--- config.mk ---
export PLATFORM = sky130hd
export DESIGN_NAME = soi_tx_flat
export DESIGN_NICKNAME = d
export VERILOG_FILES = /design/src/rtl/soi_pkg.sv /design/src/rtl/soi_if.sv /design/src/rtl/soi_fifo.sv /design/src/rtl/soi_tx.sv /design/src/flat_wrapper.sv
export SDC_FILE = /design/constraint.sdc
export NUM_CORES = 1
export LEC_CHECK = 0
export ABC_CLOCK_PERIOD_IN_PS = 7900
export CAP_MARGIN = 10
export CORE_ASPECT_RATIO = 0.9
export CORE_MARGIN = 5
export CORE_UTILIZATION = 50
export CTS_CLUSTER_SIZE = 14
export DETAILED_ROUTE_END_ITERATION = 10
export GPL_TIMING_DRIVEN = 0
export PLACE_DENSITY = 0.69
export SLEW_MARGIN = 15
export SYNTH_ARGS = -nofsm -noshare
export SYNTH_HDL_FRONTEND = slang
export SYNTH_SLANG_ARGS = --single-unit
export TNS_END_PERCENT = 1
--- constraint.sdc ---
create_clock -name clk -period 7.9 [get_ports clk]
set_input_delay 1.58 -clock clk [delete_from_list [all_inputs] [get_ports clk]]
set_output_delay 1.58 -clock clk [all_outputs]
set_load 0.05 [all_outputs]
--- src/rtl/soi_pkg.sv ---
// Shared types for the signal-of-interest capture path.
// Default widths, record layout and FSM state encoding.
package soi_pkg;

  localparam int SOI_W_D = 8;
  localparam int TS_W_D  = 32;

  typedef struct packed {
    logic [TS_W_D-1:0]  ts;
    logic [SOI_W_D-1:0] val;
  } soi_rec_t;

  typedef enum logic {
    DISABLED = 1'b0,
    RUN      = 1'b1
  } soi_st_t;

endpackage

--- src/rtl/soi_if.sv ---
// Record drain handshake between soi_tx and its consumer.
// The producer drives valid and head fields; the consumer drives ready.
interface soi_if import soi_pkg::*; #(
  parameter int SOI_W = SOI_W_D,
  parameter int TS_W  = TS_W_D
) ();

  logic             rec_valid;
  logic             rec_ready;
  logic [TS_W-1:0]  rec_ts;
  logic [SOI_W-1:0] rec_val;

  modport master (
    output rec_valid,
    output rec_ts,
    output rec_val,
    input  rec_ready
  );

  modport slave (
    input  rec_valid,
    input  rec_ts,
    input  rec_val,
    output rec_ready
  );

endinterface

--- src/rtl/soi_fifo.sv ---
// Synchronous record FIFO; a push while full is taken if a pop
// happens in the same cycle. Occupancy tells full from empty.
module soi_fifo import soi_pkg::*; #(
  parameter int  DEPTH = 8,
  parameter type T     = soi_rec_t
) (
  input  logic                   clk,
  input  logic                   rst_n,
  input  logic                   push,
  input  logic                   pop,
  input  T                       din,
  output T                       dout,
  output logic                   full,
  output logic [$clog2(DEPTH):0] level
);

  localparam int AW = $clog2(DEPTH);

  T               mem [DEPTH];
  logic [AW-1:0]  wp;
  logic [AW-1:0]  rp;
  logic           empty;
  logic           wr;
  logic           rd;

  assign empty = (level == '0);
  assign full  = (level == (AW+1)'(DEPTH));
  assign rd    = pop && !empty;
  assign wr    = push && (!full || rd);
  assign dout  = empty ? '0 : mem[rp];

  always_ff @(posedge clk) begin
    if (wr) mem[wp] <= din;
  end

  always_ff @(posedge clk or negedge rst_n) begin
    if (!rst_n) begin
      wp    <= '0;
      rp    <= '0;
      level <= '0;
    end else begin
      if (wr) wp <= wp + 1'b1;
      if (rd) rp <= rp + 1'b1;
      unique case ({wr, rd})
        2'b10:   level <= level + 1'b1;
        2'b01:   level <= level - 1'b1;
        default: level <= level;
      endcase
    end
  end

endmodule

--- src/rtl/soi_tx.sv ---
// Change-capture front end: timestamps every change of soi while
// enabled and queues {ts, val} records for a host drain.
module soi_tx import soi_pkg::*; #(
  parameter int SOI_W = SOI_W_D,
  parameter int TS_W  = TS_W_D,
  parameter int DEPTH = 8
) (
  input  logic                   clk,
  input  logic                   rst_n,
  input  logic                   en,
  input  logic [SOI_W-1:0]       soi,
  input  logic                   clr_ovf,
  soi_if.master                  rec,
  output logic                   ovf,
  output logic [15:0]            drop_cnt,
  output logic [$clog2(DEPTH):0] level
);

  typedef struct packed {
    logic [TS_W-1:0]  ts;
    logic [SOI_W-1:0] val;
  } rec_t;

  soi_st_t          state;
  soi_st_t          nstate;
  logic [TS_W-1:0]  ts;
  logic [SOI_W-1:0] prev;
  logic             push;
  logic             pop;
  logic             full;
  logic             drop;
  rec_t             din;
  rec_t             dout;

  assign din           = '{ts: ts, val: soi};
  assign rec.rec_valid = (level != '0);
  assign rec.rec_ts    = dout.ts;
  assign rec.rec_val   = dout.val;
  assign pop           = rec.rec_valid && rec.rec_ready;
  assign drop          = push && full && !pop;

  // Entering RUN always logs a baseline so the host knows the start value.
  always_comb begin
    nstate = state;
    push   = 1'b0;
    unique case (state)
      DISABLED: begin
        if (en) begin
          nstate = RUN;
          push   = 1'b1;
        end
      end
      RUN: begin
        if (!en) nstate = DISABLED;
        else     push   = (soi != prev);
      end
    endcase
  end

  always_ff @(posedge clk or negedge rst_n) begin
    if (!rst_n) begin
      state    <= DISABLED;
      ts       <= '0;
      prev     <= '0;
      ovf      <= 1'b0;
      drop_cnt <= '0;
    end else begin
      state <= nstate;
      ts    <= ts + 1'b1;
      if (en) prev <= soi;
      if (clr_ovf) begin
        ovf      <= drop;
        drop_cnt <= {15'd0, drop};
      end else if (drop) begin
        ovf <= 1'b1;
        if (drop_cnt != 16'hFFFF) drop_cnt <= drop_cnt + 1'b1;
      end
    end
  end

  soi_fifo #(
    .DEPTH (DEPTH),
    .T     (rec_t)
  ) u_fifo (
    .clk   (clk),
    .rst_n (rst_n),
    .push  (push),
    .pop   (pop),
    .din   (din),
    .dout  (dout),
    .full  (full),
    .level (level)
  );

endmodule
--- src/flat_wrapper.sv ---
// flat-port wrapper written by rule: the top's interface ports become plain ports
module soi_tx_flat import soi_pkg::*;
#(
  parameter int SOI_W = SOI_W_D,
  parameter int TS_W  = TS_W_D,
  parameter int DEPTH = 8
)
  (clk, rst_n, en, soi, clr_ovf, ovf, drop_cnt, level, rec_rec_valid, rec_rec_ts, rec_rec_val, rec_rec_ready);
  soi_if #(.SOI_W(SOI_W), .TS_W(TS_W)) rec_i ();
  input  logic clk;
  input  logic rst_n;
  input  logic en;
  input  logic [SOI_W-1:0] soi;
  input  logic clr_ovf;
  output logic ovf;
  output logic [15:0] drop_cnt;
  output logic [$clog2(DEPTH):0] level;
  output wire logic [$bits(rec_i.rec_valid)-1:0] rec_rec_valid;
  output wire logic [$bits(rec_i.rec_ts)-1:0] rec_rec_ts;
  output wire logic [$bits(rec_i.rec_val)-1:0] rec_rec_val;
  input wire logic [$bits(rec_i.rec_ready)-1:0] rec_rec_ready;
  assign rec_rec_valid = rec_i.rec_valid;
  assign rec_rec_ts = rec_i.rec_ts;
  assign rec_rec_val = rec_i.rec_val;
  assign rec_i.rec_ready = rec_rec_ready;
  soi_tx #(.SOI_W(SOI_W), .TS_W(TS_W), .DEPTH(DEPTH)) u_core (.clk(clk), .rst_n(rst_n), .en(en), .soi(soi), .clr_ovf(clr_ovf), .rec(rec_i), .ovf(ovf), .drop_cnt(drop_cnt), .level(level));
endmodule
==> impl_metrics.csv, run 1 <==
group,metric,value,unit
timing,fin_crit,5.00,ns
synth,synth_edf_count,320,
cts,clkSinkCount,388,
floorplan,fp.coreArea,30800,um^2
critical_path,worstPathRequired,6.32,ns
route,drt_iter0_markers,680,
timing,setup_viol,0,
synth,avgSynthCellArea,18.4,um^2
critical_path,critical_path_class,"reg2out",
synth,syn-instance-count,848,
synth,synthFlopType,"edfxtp_1",
layout,nNetsFinal,1041,
cts,clockRootBuffer,"clkbuf_16",
hold_path,min_to,"u_core.ovf",
cts,cts_buffer_depth,3,
layout,areaGrowthSynthToFinish,18.8,%
global_route,grt_max_degree,46,
route,postRouteAntennaNets,0,
critical_path,rr_endpoint,"u_core.u_fifo.mem[1][27]",
critical_path,regToRegSetupSlack,4.76,ns
hold_path,hold_class,"reg2reg",
route,routed_via_density,5.58,
timing,hold_viol_final,0,
critical_path,crit_path_end_kind,"output port",
synth,ys_ff_latch,388,
hold_path,worstHoldPathCells,2,
synth,synth_top_cell_by_area,"edfxtp_1",
critical_path,reg2reg_depth,7,
synth,ys_async_sr_fraction,0.175,
placed_design,port_buffers,74,
synth,synth-xor-area-share,0.0241,
layout,instances_no_fill,1462,
timing,hold_ws,0.524,ns
placed_design,gp_congestion,0.818,
cts,cts_buffers,40,
layout,drive_gt1_frac,0.221,
global_route,grt_pass1_wl,49700,um
synth,synth_cell_types,48,
global_route,overflow,0,
critical_path,cpPeakStageDelay,0.86,ns
route,avgRoutedWirePerCell,21.4,um
timing,skew,0.0145,ns
cts,ctsResizeCount,0,
floorplan,start_util,0.506,
layout,num-fill-cells,2238,
synth,seq_area_frac_synth,0.725,
power_and_ir_drop,power_leakage,6.55,nW
cts,cts_max_level,2,
placed_design,dp_hpwl,21100,um
floorplan,die_x,196,um
floorplan,io_pins,75,
global_route,grt_pass1_vias,8411,
timing,slew_violations,0,
route,drc_errors,0,
synth,yosys_warnings,0,
timing,rsz0062_at_grt,"false",
synth,synthMuxAreaShare,0.156,
synth,synth_area,15600,um^2
route,vias,8151,
synth,synth_top_family_by_area,"multiplexers",
timing,worstMarginPinSlew,0.954,ns
cts,cts_hold_buf,0,
timing,relSlewSlack,0.364,
floorplan,rows,61,
synth,synth-compound-area-share,0.0155,
synth,synth-simple-area-share,0.0585,
route,drt_pass1_iterations,5,
cts,clk_latency,0.53,ns
critical_path,worstPathArrival,3.42,ns
global_route,track_usage,0.185,
critical_path,reg2reg_from,"u_core.u_fifo.level[1]",
timing,max_freq,0.200,GHz
cts,post-cts-setup-buffers,0,
hold_path,hold_start,"u_core.ovf",
synth,syn_nets,868,
critical_path,crit_slowest_cell,"clkdlybuf4s50_1",
layout,antenna_cells,0,
run,maxCapViolCount,0,
cts,cts_tree,"built",
synth,synth.most_common_cell,"edfxtp_1",
floorplan,die_y,178,um
timing,timing.final.crit_share,0.633,
critical_path,cp_max_fo,10,
route,wirelength,31300,um
synth,synth_top_cell_area_share,0.616,
run_status,status,"completed",
floorplan,die_area,34900,um^2
synth,synth_common_cells,"edfxtp_1, mux4_2, dfrtp_1",
placed_design,dp_cells,1388,
power_and_ir_drop,powerDensity,378,nW/um^2
critical_path,worst_path_most_repeated_cell,"clkbuf_1",
synth,synthAdderAreaFrac,0.00609,
critical_path,crit_path_cell_trace,"clkbuf_1 -> clkbuf_1 -> mux4_2 -> mux2i_1 -> nor2_1 -> clkdlybuf4s50_1",
cts,path_clk_slew,0.06,ns
critical_path,start_kind,"register",
power_and_ir_drop,vdd_ir_drop_max,0.388,mV
synth,synth.area.top_cells,"edfxtp_1, mux4_2, dfrtp_1",
global_route,antenna_found_initial,0,
-- where the power goes --
part,switching [mW],internal [mW],total [mW]
logic,1.66,1.04,2.70
clock network,0.734,1.01,1.75
registers,0.0752,2.49,2.57
total,2.47,4.54,7.02
-- how the worst max path moves through the flow --
stage	startpoint	slack [ns]	end
2_1_floorplan	soi[1]	0.86	u_core.u_fifo.mem[1][0]
3_3_place_gp	soi[1]	-4.55	u_core.u_fifo.mem[6][24]
3_5_place_dp	soi[1]	2.87	u_core.u_fifo.mem[1][29]
4_1_cts	u_core.u_fifo.rp[1]	2.86	rec_rec_ts[28]
5_1_grt	u_core.u_fifo.rp[1]	2.76	rec_rec_val[3]
6_report	u_core.u_fifo.rp[1]	2.90	rec_rec_val[3]
-- routing by layer --
layer	up-vias	GRT usage	part of all wire
met2	178	0.296	0.48
met3	33	0.0323	0.045
met1	4233	0.272	0.46
li1	3707	-	-
met5	-	0	0
met4	0	0.0390	0.014
-- metrics by stage --
step           power, mW  setup WS, ns   util  setup TNS, ns  area (um^2)
6_report            7.02          2.90  0.602              0        18600
5_1_grt             7.32          2.76  0.602              0        18600
4_1_cts             7.10          2.86  0.602              0        18600
3_5_place_dp        5.36          2.87  0.562              0        17300
3_3_place_gp        5.29         -4.55  0.547        -984.09        16900
2_1_floorplan       4.46         0.863      -              0        15600
-- flip-flops by register name (all words and copies together), names as in the netlist --
signal and flops:
u_core.drop_cnt 16, u_core.ovf 1, u_core.prev 8, u_core.state 1, u_core.ts 32, u_core.u_fifo.level 4
u_core.u_fifo.mem 320, u_core.u_fifo.rp 3, u_core.u_fifo.wp 3
-- cell usage in the layout (no fill, tap or decap), types with 8 or more instances in the layout --
cell | netlist | routed
buf_6 | 1 | 11
mux4_2 | 80 | 80
inv_1 | 14 | 14
xor2_1 | 9 | 9
mux2_2 | 15 | 15
clkbuf_1 | 19 | 37
nand4_1 | 13 | 13
mux2i_1 | 42 | 42
a21oi_1 | 8 | 8
and3_1 | 11 | 11
clkbuf_16 | 0 | 41
nand3_1 | 18 | 18
buf_4 | 0 | 25
nand2_1 | 27 | 27
buf_2 | 16 | 38
nor2b_1 | 9 | 9
edfxtp_1 | 320 | 320
dfrtp_1 | 68 | 68
clkdlybuf4s50_1 | 0 | 73
nor2_1 | 64 | 64
xnor2_1 | 34 | 34
-- worst max-delay path, delay by kind of cell, from the launching register on --
family	cells	cell delay [ns]
buffers and inverters	3	1.91
DFF	1	0.35
muxes	2	0.40
and+or+nand+nor	1	0.24
-- cell type report --
type | instances | area, um^2 | share of cell area
Buffer | 42 | 185 | 0.00998
Timing Repair Buffer | 131 | 1170 | 0.0630
Tap cell | 409 | 512 | 0.0276
Inverter | 14 | 52.6 | 0.00283
Multi-Input combinational cell | 404 | 4110 | 0.221
Sequential cell | 388 | 11300 | 0.610
Clock buffer | 61 | 1120 | 0.0604
Clock inverter | 13 | 93.8 | 0.00506
-- logic make-up (layout without fill, tap and decap cells) --
kind of cell	count (synthesis)	count (layout)
DFF	388	388
and+or+nand+nor	180	180
muxes	141	141
buffers and inverters	56	261
xor gates and xnor gates	43	43
AOI/OAI and AO/OA	33	33
adders and majority gates	7	7
Note: power is estimated with default switching activity, not from simulation.
==> run 2: changes to the inputs <==
--- a/config.mk
+++ b/config.mk
@@ -5,7 +5,7 @@
 export SDC_FILE = /design/constraint.sdc
 export NUM_CORES = 1
 export LEC_CHECK = 0
-export ABC_CLOCK_PERIOD_IN_PS = 7900
+export ABC_CLOCK_PERIOD_IN_PS = 4500
 export CAP_MARGIN = 10
 export CORE_ASPECT_RATIO = 0.9
 export CORE_MARGIN = 5
@@ -13,7 +13,7 @@
 export CTS_CLUSTER_SIZE = 14
 export DETAILED_ROUTE_END_ITERATION = 10
 export GPL_TIMING_DRIVEN = 0
-export PLACE_DENSITY = 0.69
+export PLACE_DENSITY = 0.72
 export SLEW_MARGIN = 15
 export SYNTH_ARGS = -nofsm -noshare
 export SYNTH_HDL_FRONTEND = slang
==> constraint.sdc (replaced) <==
create_clock -name clk -period 4.5 [get_ports clk]
set_input_delay 0.9 -clock clk [delete_from_list [all_inputs] [get_ports clk]]
set_output_delay 0.9 -clock clk [all_outputs]
set_load 0.05 [all_outputs]
==> run 2 against run 1 <==
Net effect:
- clock skew grew 0.0079 ns
- final cell count is essentially flat
- flip-flop and latch count is the same
- hold slack lost 0.23 ns
- power grew 75%
- register-to-register slack lost 3.8 ns
- sequential power grew 75%
- largest cell class unchanged
- highest routed layer unchanged
==> impl_metrics.csv, run 2 (same netlist as run 1, synthesis figures left out) <==
group,metric,value,unit
layout,top_register,"u_core.u_fifo.mem",
cts,cts_buffer_depth,3,
route,avgRoutedWirePerCell,21.4,um
route,vias,8237,
power_and_ir_drop,powerDensity,661,nW/um^2
route,postRouteAntennaNets,0,
floorplan,fp.coreArea,30800,um^2
timing,relSlewSlack,0.371,
timing,worst_slack,0.248,ns
cts,clkSinkCount,388,
route,drt_iter0_markers,724,
cts,cts_max_level,2,
layout,antenna_cells,0,
power_and_ir_drop,vdd_ir_drop_max,0.581,mV
layout,final_core_util,0.602,
critical_path,cpPeakStageDelay,0.72,ns
critical_path,crit_end,"rec_rec_ts[28]",
placed_design,gp_congestion,0.853,
layout,instances_no_fill,1461,
global_route,antenna_found_initial,0,
route,routed_via_density,5.64,
critical_path,crit_path_end_kind,"output port",
timing,max_freq,0.235,GHz
floorplan,rows,61,
critical_path,reg2reg_from,"u_core.u_fifo.level[1]",
layout,largest_reg_flops,320,
layout,areaGrowthSynthToFinish,18.8,%
layout,fin_area,18500,um^2
placed_design,dp_cells,1390,
critical_path,critical_path_class,"reg2out",
critical_path,rr_endpoint,"u_core.u_fifo.mem[4][19]",
run,maxCapViolCount,0,
placed_design,post-place-ws,-0.199,ns
timing,slew_violations,0,
route,drc_errors,0,
cts,ctsResizeCount,0,
timing,hold_ws,0.296,ns
global_route,grt_pass1_vias,8498,
floorplan,die_x,196,um
timing,skew,0.0224,ns
timing,rsz0062_at_grt,"false",
placed_design,port_buffers,74,
critical_path,worstPathArrival,3.35,ns
layout,final_common_cell,"edfxtp_1",
cts,cts_tree,"built",
cts,path_clk_slew,0.06,ns
critical_path,worstPathRequired,3.60,ns
cts,clk_latency,0.53,ns
timing,fin_crit,4.25,ns
cts,post-cts-setup-buffers,0,
route,drt_pass1_iterations,5,
hold_path,hold_class,"in2async",
floorplan,die_area,34900,um^2
cts,cts_hold_buf,0,
global_route,grt_max_degree,46,
critical_path,worst_path_most_repeated_cell,"clkbuf_1",
cts,cts_buffers,39,
placed_design,place_area,17300,um^2
run_status,status,"completed",
global_route,track_usage,0.183,
global_route,overflow,0,
layout,nNetsFinal,1042,
placed_design,dp_hpwl,20800,um
floorplan,io_pins,75,
layout,drive_gt1_frac,0.225,
critical_path,crit_slowest_cell,"clkdlybuf4s50_1",
critical_path,cp_max_fo,10,
timing,worstMarginPinSlew,0.936,ns
layout,final_cell_mix,"edfxtp_1, mux4_2, clkdlybuf4s50_1, dfrtp_1, nor2_1",
critical_path,start_kind,"register",
critical_path,crit_path_cell_trace,"clkbuf_1 -> clkbuf_1 -> mux4_2 -> mux2i_1 -> nor2_1 -> clkdlybuf4s50_1",
floorplan,start_util,0.506,
cts,clockRootBuffer,"clkbuf_16",
timing,hold_viol_final,0,
global_route,grt_pass1_wl,49400,um
timing,timing.final.crit_share,0.945,
layout,largestRegisters,"u_core.u_fifo.mem (320), u_core.ts (32), u_core.drop_cnt (16)",
critical_path,reg2reg_depth,10,
power_and_ir_drop,power_leakage,6.55,nW
route,wirelength,31200,um
floorplan,die_y,178,um
critical_path,regToRegSetupSlack,1.01,ns
critical_path,cp-startpoint,"u_core.u_fifo.rp[1]",
timing,setup_viol,0,
==> run 2: cell types whose count changed in the layout (fill, tap and decap cells not counted), sizes merged <==
cell	delta
buf	+2
clkbuf	-5
clkinv	+2
clkinvlp	+1
inv	-1
==> run 2: stage by stage <==
step | setup TNS (ns) | total power [mW]
after floorplan | -390.25 | 7.84
after global placement | -1832.94 | 9.28
after detailed placement | -0.919 | 9.38
after CTS | 0 | 12.4
after global routing | 0 | 12.8
final | 0 | 12.3
==> run 2: critical path, delay by kind of cell (launching register included) <==
kind,cells,cell delay [ns]
muxes,2,0.71
and+or+nand+nor,1,0.07
DFF,1,0.35
buffers and inverters,3,1.70
==> run 2: how the worst min path moves through the flow <==
stage	to	slack [ns]	depth (start not counted)
CTS	u_core.drop_cnt[5]	0.30	1
floorplan	u_core.prev[0]	0.50	1
detailed placement	u_core.prev[5]	0.52	1
global placement	u_core.prev[3]	0.51	1
finish	u_core.drop_cnt[5]	0.30	1
global route	u_core.drop_cnt[5]	0.31	1
==> run 2: where the power goes <==
part           total (mW)  switching [mW]  internal [mW]
combinational        4.72            2.89           1.83
sequential           4.51           0.135           4.37
clock                3.04            1.29           1.75
==> run 2: final cells by class <==
class	count	area (um^2)
Buffer	42	185
Clock buffer	56	1090
Clock inverter	15	121
Fill cell	2203	12300
Inverter	14	52.6
Multi-Input combinational cell	404	4110
Sequential cell	388	11300
Tap cell	409	512
Timing Repair Buffer	133	1170
==> run 2: layer usage <==
| metal | up-vias | GRT usage | part of all wire |
|---|---|---|---|
| met4 | 0 | 0.0369 | 0.014 |
| met1 | 4253 | 0.268 | 0.44 |
| met2 | 236 | 0.296 | 0.49 |
| met3 | 41 | 0.0300 | 0.059 |
| li1 | 3707 | - | - |
| met5 | - | 0 | 0 |
==> run 3: changes to the inputs <==
==> constraint.sdc (replaced) <==
create_clock -name clk -period 4.5 [get_ports clk]
set_input_delay 1.125 -clock clk [delete_from_list [all_inputs] [get_ports clk]]
set_output_delay 1.125 -clock clk [all_outputs]
set_load 0.05 [all_outputs]
==> run 3 against run 2 <==
Net effect:
- clock power rose by 3%
- utilization increased by 0.47 points
- count of clock-buffer cells in the layout is 6 lower
- die area did not move
- design area rose by 0.79%
- non-clock buffer count decreased by 17
- critical path type unchanged
- largest cell class unchanged
- largest power group unchanged
- highest routed layer unchanged
==> impl_metrics.csv, run 3 (same netlist as run 1, synthesis figures left out) <==
group,metric,value,unit
placed_design,post-place-ws,-0.186,ns
route,postRouteAntennaNets,0,
timing,hold_viol_final,0,
global_route,grt_max_degree,49,
route,vias,8138,
cts,clockRootBuffer,"clkbuf_16",
timing,max_freq,0.226,GHz
global_route,track_usage,0.184,
power_and_ir_drop,comb_power_share,0.387,
layout,largestRegisters,"u_core.u_fifo.mem (320), u_core.ts (32), u_core.drop_cnt (16)",
layout,num-fill-cells,2233,
layout,final_cell_mix,"edfxtp_1, mux4_2, clkdlybuf4s50_1, dfrtp_1, nor2_1",
critical_path,cp_max_fo,10,
critical_path,reg2reg_from,"u_core.u_fifo.level[0]",
critical_path,worstPathArrival,3.29,ns
cts,cts_buffer_depth,3,
timing,worstMarginPinSlew,0.921,ns
floorplan,start_util,0.506,
floorplan,fp.coreArea,30800,um^2
floorplan,die_x,196,um
layout,areaGrowthSynthToFinish,19.8,%
timing,fin_crit,4.42,ns
critical_path,crit_path_cell_trace,"clkbuf_1 -> clkbuf_1 -> mux4_2 -> mux2i_1 -> nor2_1 -> clkdlybuf4s50_1",
timing,relSlewSlack,0.381,
critical_path,crit_path_end_kind,"output port",
cts,clkSinkCount,388,
power_and_ir_drop,powerDensity,667,nW/um^2
route,drt_iter0_markers,612,
route,drt_pass1_iterations,5,
global_route,grt_pass1_wl,49700,um
power_and_ir_drop,p_clk_frac,0.252,
timing,rsz0062_at_grt,"true",
critical_path,cp-startpoint,"u_core.u_fifo.rp[1]",
floorplan,die_area,34900,um^2
floorplan,io_pins,75,
placed_design,place_area,17400,um^2
global_route,overflow,0,
layout,drive_gt1_frac,0.221,
hold_path,hold_class,"in2async",
cts,cts_hold_buf,0,
floorplan,die_y,178,um
route,drc_errors,0,
cts,path_clk_slew,0.06,ns
timing,timing.final.crit_share,0.982,
placed_design,dp_hpwl,20700,um
critical_path,crit_slowest_cell,"clkdlybuf4s50_1",
power_and_ir_drop,p_sw,4.35,mW
power_and_ir_drop,seq_power_share,0.361,
power_and_ir_drop,vdd_ir_drop_max,0.536,mV
timing,slew_violations,0,
critical_path,start_kind,"register",
run_status,status,"completed",
timing,setup_viol,0,
layout,final_common_cell,"edfxtp_1",
global_route,grt_pass1_vias,8493,
power_and_ir_drop,p_int,8.12,mW
timing,skew,0.00995,ns
placed_design,gp_congestion,0.853,
route,avgRoutedWirePerCell,21.6,um
route,wirelength,31200,um
power_and_ir_drop,power_leakage,6.55,nW
layout,largest_reg_flops,320,
placed_design,dp_cells,1373,
global_route,antenna_found_initial,0,
route,routed_via_density,5.64,
layout,fin_area,18700,um^2
critical_path,worst_path_most_repeated_cell,"clkbuf_1",
critical_path,crit_buf_inv,3,
critical_path,crit_family,"buffers and inverters",
critical_path,critical_path_class,"reg2out",
power_and_ir_drop,power,12.5,mW
critical_path,worstPathRequired,3.38,ns
timing,worst_slack,0.0801,ns
layout,top_register,"u_core.u_fifo.mem",
layout,nNetsFinal,1024,
placed_design,port_buffers,74,
layout,antenna_cells,0,
layout,instances_no_fill,1442,
cts,cts_tree,"built",
cts,clk_latency,0.52,ns
power_and_ir_drop,p_sw_frac,0.349,
run,maxCapViolCount,0,
cts,cts_buffers,38,
critical_path,cpPeakStageDelay,0.71,ns
timing,tns,0,ns
floorplan,rows,61,
cts,cts_max_level,2,
==> run 3: cell types whose count changed in the layout (fill, tap and decap cells not counted), moves of 6 or more <==
| cell | change |
|---|---|
| buf_2 | -29 |
| buf_4 | -19 |
| buf_6 | +15 |
| clkbuf_1 | -11 |
| buf_8 | +9 |
| clkbuf_4 | +7 |
| clkbuf_2 | +6 |
==> run 3: per-layer routing <==
metal,wire [um],vias to the layer above,track usage
met2,15000,210,0.296
li1,-,3683,-
met3,1580,50,0.0342
met5,0,-,0
met1,13900,4195,0.266
met4,589,0,0.0436
==> run 3: power groups by stage <==
stage               clock network [mW]  registers, mW  logic (mW)
global route                      3.36           4.54        5.11
detailed placement                   0           4.58        4.88
global placement                     0           4.63        4.64
floorplan                            0           4.63        3.21
CTS                               3.20           4.51        4.90
finish                            3.14           4.51        4.82
==> run 3: area by class of cell <==
class	count	area (um^2)	share of cell area
inverter	14	52.6	0.00281
multi-input combinational	404	4150	0.222
clock inverter	19	201	0.0108
buffer	42	213	0.0114
clock buffer	50	1040	0.0555
sequential	388	11300	0.605
timing repair buffer	116	1220	0.0651
tap	409	512	0.0274
==> run 3: final timing paths <==
path                                           to  slack (ns)  depth (start not counted)
setup / recovery                   rec_rec_val[4]        0.08                          6
min in group clk                   u_core.prev[4]        0.53                          1
hold / removal                u_core.drop_cnt[12]        0.50                          1
hold reg to reg                    u_core.prev[4]        0.53                          1
max in group asynchronous     u_core.u_fifo.rp[2]        3.45                          2
setup reg to reg           u_core.u_fifo.level[3]        1.31                         11
==> run 3: repair_timing <==
item                                    CTS  global route
resized for setup                         5            12
endpoints found under the setup margin    8            39
pin swaps                                 1             0
buffers inserted                          0             0
==> run 3: worst reg2reg max path, delay by kind of cell, from the launching register on <==
kind,cells,cell delay (ns)
AO/OA/AOI/OAI,3,0.58
adder cells (fa/ha/maj),1,0.27
buffers and inverters,2,0.27
flip-flops,1,0.37
AND/OR/NAND/NOR,5,1.56
==> run 3: metrics by stage <==
stage	util	hold WS [ns]
detailed placement	0.565	0.518
global placement	0.548	0.510
global route	0.606	0.505
floorplan	-	0.502
CTS	0.606	0.498
finish	0.606	0.503
